File: src/rtl/digest_reader.sv
// digest_reader: captures a final SHA-256 chaining state (H0..H7) and streams
// it out as eight 32-bit words over valid/ready, H0 first. A difficulty flag
// (hit) is registered on capture. One digest is held at a time; a digest that
// arrives while busy is dropped and flagged in a sticky overflow bit, except
// when it coincides with acceptance of the last word (back-to-back capture).
// Optional macro DIGEST_BYTE_SWAP_EN: byte-reverse each emitted word.
module digest_reader #(
  parameter int ZWORDS = 1
) (
  input  logic         clk,
  input  logic         rst,
  input  logic [255:0] digest_in,
  input  logic         digest_valid,
  output logic [31:0]  out_word,
  output logic         out_valid,
  input  logic         out_ready,
  output logic [2:0]   out_index,
  output logic         out_last,
  output logic         busy,
  output logic         hit,
  output logic         overflow
);

  typedef enum logic {IDLE, SEND} state_t;

  state_t            state_q, state_d;
  logic [2:0]        idx_q, idx_d;
  logic [7:0][31:0]  buf_q, buf_d;
  logic              hit_q, hit_d;
  logic              ovf_q, ovf_d;

  logic              hit_calc;
  logic              accept;
  logic              last_acc;
  logic [31:0]       word_sel;

  // Difficulty test on the incoming native words: H7 sits in bits [31:0],
  // H6 in [63:32], and so on, so the top ZWORDS words are the low bits.
  always_comb begin
    hit_calc = 1'b1;
    for (int i = 0; i < 8; i++) begin
      if ((i < ZWORDS) && (digest_in[32*i +: 32] != 32'h0)) hit_calc = 1'b0;
    end
  end

  assign accept   = (state_q == SEND) && out_ready;
  assign last_acc = accept && (idx_q == 3'd7);

  // Next-state logic: capture, index advance, drop/overflow handling.
  always_comb begin
    state_d = state_q;
    idx_d   = idx_q;
    buf_d   = buf_q;
    hit_d   = hit_q;
    ovf_d   = ovf_q;
    case (state_q)
      IDLE: begin
        if (digest_valid) begin
          for (int i = 0; i < 8; i++) buf_d[i] = digest_in[255-32*i -: 32];
          idx_d   = 3'd0;
          hit_d   = hit_calc;
          state_d = SEND;
        end
      end
      SEND: begin
        if (last_acc) begin
          idx_d = 3'd0;
          if (digest_valid) begin
            // Back-to-back capture: the slot frees up on this very edge.
            for (int i = 0; i < 8; i++) buf_d[i] = digest_in[255-32*i -: 32];
            hit_d   = hit_calc;
            state_d = SEND;
          end else begin
            state_d = IDLE;
          end
        end else begin
          if (accept) idx_d = idx_q + 3'd1;
          if (digest_valid) ovf_d = 1'b1;
        end
      end
      default: state_d = IDLE;
    endcase
  end

  // State register with synchronous reset; reset aborts any stream.
  always_ff @(posedge clk) begin
    if (rst) begin
      state_q <= IDLE;
      idx_q   <= 3'd0;
      buf_q   <= '0;
      hit_q   <= 1'b0;
      ovf_q   <= 1'b0;
    end else begin
      state_q <= state_d;
      idx_q   <= idx_d;
      buf_q   <= buf_d;
      hit_q   <= hit_d;
      ovf_q   <= ovf_d;
    end
  end

  // Output word is a mux of registers only; optionally byte-reversed.
  always_comb begin
    word_sel = buf_q[idx_q];
`ifdef DIGEST_BYTE_SWAP_EN
    word_sel = {word_sel[7:0], word_sel[15:8], word_sel[23:16], word_sel[31:24]};
`else
    word_sel = buf_q[idx_q];
`endif
  end

  assign out_valid = (state_q == SEND);
  assign out_word  = out_valid ? word_sel : 32'h0;
  assign out_index = idx_q;
  assign out_last  = out_valid && (idx_q == 3'd7);
  assign busy      = (state_q == SEND);
  assign hit       = hit_q;
  assign overflow  = ovf_q;

endmodule

File: config.mk
export PLATFORM = sky130hd
export DESIGN_NAME = digest_reader
export DESIGN_NICKNAME = d
export VERILOG_FILES = /design/src/rtl/digest_reader.sv
export SDC_FILE = /design/constraint.sdc
export NUM_CORES = 1
export LEC_CHECK = 0
export BUFFER_PORTS_ARGS = -buffer_cell sky130_fd_sc_hd__buf_4
export CAP_MARGIN = 30
export CELL_PAD_IN_SITES_DETAIL_PLACEMENT = 1
export CELL_PAD_IN_SITES_GLOBAL_PLACEMENT = 2
export CORE_ASPECT_RATIO = 1.5
export CORE_MARGIN = 2
export CORE_UTILIZATION = 32
export DETAILED_ROUTE_END_ITERATION = 10
export PLACE_DENSITY_LB_ADDON = 0.05
export SETUP_SLACK_MARGIN = 0.3
export SLEW_MARGIN = 20
export SYNTH_ARGS = -nofsm -noshare
export SYNTH_HDL_FRONTEND = slang
export SYNTH_SLANG_ARGS = --single-unit
File: constraint.sdc
create_clock -name clk -period 2.35 [get_ports clk]
set_input_delay 0.3525 -clock clk [delete_from_list [all_inputs] [get_ports clk]]
set_output_delay 0.3525 -clock clk [all_outputs]
set_load 0.02 [all_outputs]
==> results.toml <==
[outcome]
status = "finished with violations"
violations = "negative setup slack"

[clock_network]
cts_sinks = 262
hold_buffers = 0
cts.clk_slew.worst_paths_ns = 0.06
cts_buffers = 28
h-tree-depth = 1
root_buffer = "clkbuf_16"
tritoncts = "yes"
cts_buffer_depth = 3
clk_latency_ns = 0.56

[synth]
synth.avg_cell_area_um2 = 8.924
async_flop_share_pct = 0
synthTopCellsByCount = "dfxtp_1 (262), a21oi_1 (258), nand3_1 (257), o21ai_1 (236), clkbuf_1 (82)"
yosysUniqueCellTypes = 25
syn_nets = 1618
synth_top_area_cell = "dfxtp_1"
synthCells = 1356
synth_edf_count = 0
synth.most_common_cell = "dfxtp_1"
synthFlopType = "dfxtp_1"
synth-seq-area-share_pct = 43.34
synthTopCellsByArea = "dfxtp_1 (43%), mux4_2 (12%), a21oi_1 (11%), nand3_1 (11%), o21ai_1 (9.8%)"
ys.warnings.count = 0
synth.top_cell.area_share_pct = 43.34
synth_area_um2 = 12100
ys_seq_elements = 262

[critical_path]
reg2reg_from = "out_index[0]$_SDFFE_PP0P_"
startpoint_type = "flop"
worstSetupStartpoint = "out_index[0]$_SDFFE_PP0P_"
arrival_ns = 2.29
critical_path_class = "flop to output pin"
cpLargestDelayFamily = "multiplexers"
path_cells = "buf_12 -> buf_16 -> mux4_2 -> mux2i_1 -> nor2b_1 -> buf_4"
critPathCaptureType = "output pin"
crit_slowest_cell = "mux4_2"
crit_cells = 6
rr_worst_depth = 13
cp_max_fo = 6
crit_required_ns = 2.00
critPathBufInv = 3
slowest_delay_ns = 0.56

[placed_design]
place_ws_ns = 0.2141
port_buffers = 299
dp_hpwl_um = 31510
gp_congestion = 0.8046

[route]
wl_per_cell_um = 24.41
routed_wl_um = 52670
drc_errors = 0
drtAntennaViolNets = 0
vias = 12000
viasPerCell = 5.562
drt-initial-drc-count = 629
dr.pass1.iters = 5

[pwr]
leakage_nw = 6.695
p_per_area_nw_per_um2 = 615.4
vdd_drop_max_uv = 411.9

[hold_path]
holdPathStages = 3
min-delay-start = "digest_in[183]"
hold_path.class = "primary input to flop"

[sta]
slew_violations = 0
min_period_ns = 2.642
period_share_pct = 112.4
timing.slew.headroom_pct = 41.29
final.setup.tns_ns = -8.167
hold_slack_ns = 0.05938
final.setup.worst_slack_ns = -0.2921
rsz0062_at_grt = "yes"
max_freq_ghz = 0.3785
hold_viol_final = 0
worstMarginPinSlew_ns = 0.8807
fin_skew_ns = 0.01349
setup-violations-final = 74

[global_routing]
grt.total_usage_pct = 23.02
grt_pass1_vias = 11690
grt_pass1_wl_um = 70610
grt_overflow_total = 0
antenna_found_initial = 7
grt_max_degree = 123

[floorplanning]
coreArea_um2 = 37450
floorplan.initialDensity_pct = 32.32
die-area_um2 = 39420
rows = 87
die_y_um = 242.2
io_pins = 300
die_w_um = 162.8

[final_layout]
final_nets = 1912
multi_input_area_um2 = 7510
register_area_um2 = 5254
fillers = 4112
drive_gt1_share_pct = 50.72
area_delta_synth_final_pct = 55.94

[flow_run]
maxCapViolCount = 0
## metal layers
metal / up-vias / global-route usage, % / share of wire, %
met5: - / 0 / 0.11
met4: 8 / 5.440 / 2.2
met3: 58 / 3.116 / 4.6
met2: 307 / 38.63 / 51
met1: 5985 / 31.30 / 42
li1: 5644 / - / -
## path summary, 6_finish.rpt
check / end / slack, ns
setup / recovery: out_word[20] / -0.29
hold / removal: buf_q[87]$_SDFFE_PP0P_ / 0.06
setup reg to reg: buf_q[75]$_SDFFE_PP0P_ / -0.06
hold reg to reg: buf_q[92]$_SDFFE_PP0P_ / 0.45
## logic make-up (layout without fill, tap and decap cells)
group                      after synthesis  in the layout  share of synthesized area (%)
adders and majority gates                2              2                         0.2067
DFF                                    262            262                          43.34
AOI/OAI and AO/OA                      520            520                          21.72
other                                    0              3                              0
muxes                                   98             98                          14.72
and+or+nand+nor                        307            307                          13.12
buffers and inverters                  167            477                          6.886
## worst min-delay path, stage by stage
cell and delay [ns]:
buf_4 0.11, nand3_1 0.05, a21oi_1 0.05
## flip-flops by register name, indices dropped and copies added (netlist names)
signal	flops
buf_q	256
hit	1
busy	1
out_index	3
overflow	1
## cell usage in the layout, fill, tap and decap left out, types with 5 or more instances in the layout
| cell type | netlist | layout |
|---|---|---|
| buf_4 | 28 | 317 |
| mux2i_1 | 34 | 31 |
| buf_6 | 6 | 26 |
| nor2b_1 | 33 | 30 |
| nand3_1 | 257 | 254 |
| mux4_2 | 64 | 64 |
| dfxtp_1 | 262 | 259 |
| a21oi_2 | 0 | 56 |
| o21ai_1 | 236 | 17 |
| a21oi_1 | 258 | 202 |
| o21ai_4 | 0 | 41 |
| clkbuf_8 | 0 | 9 |
| buf_12 | 0 | 28 |
| o21ai_2 | 0 | 199 |
| clkbuf_1 | 82 | 9 |
| clkbuf_16 | 0 | 58 |
| nor2_1 | 5 | 5 |
| nor4_1 | 7 | 7 |
| buf_8 | 0 | 13 |
| buf_16 | 0 | 16 |
## per-stage QoR
stage | area [um2] | total power, W | instances | utilization, %
after global placement | 14810 | 0.006569 | 2026 | 39.56
final | 18870 | 0.01161 | 2158 | 50.40
after CTS | 16160 | 0.01105 | 2094 | 43.14
after floorplan | 12100 | 0.005804 | 1356 | -
after detailed placement | 14810 | 0.006595 | 2026 | 39.56
after global routing | 18870 | 0.01207 | 2158 | 50.40
## power by group
| part | internal [W] | total, W | switching, W |
|---|---|---|---|
| Combinational | 0.00118 | 0.00239 | 0.00120 |
| Sequential | 0.00469 | 0.00488 | 0.000190 |
| Clock | 0.00249 | 0.00434 | 0.00186 |
## layout make-up
| class | instances | area share, % |
|---|---|---|
| clock buffer | 46 | 4.608 |
| tap | 489 | 3.242 |
| inverter | 1 | 0.05967 |
| timing repair buffer | 430 | 24.42 |
| sequential | 262 | 27.84 |
| antenna | 3 | 0.03978 |
| multi-input combinational | 927 | 39.79 |
## what timing repair did
action,4_1_cts,5_1_grt
cloned,7,39
setup buffers,15,22
gates resized for setup,27,416
pin swaps,3,243
setup endpoints to repair,219,275
No activity file was read; power rests on OpenSTA's default activity.
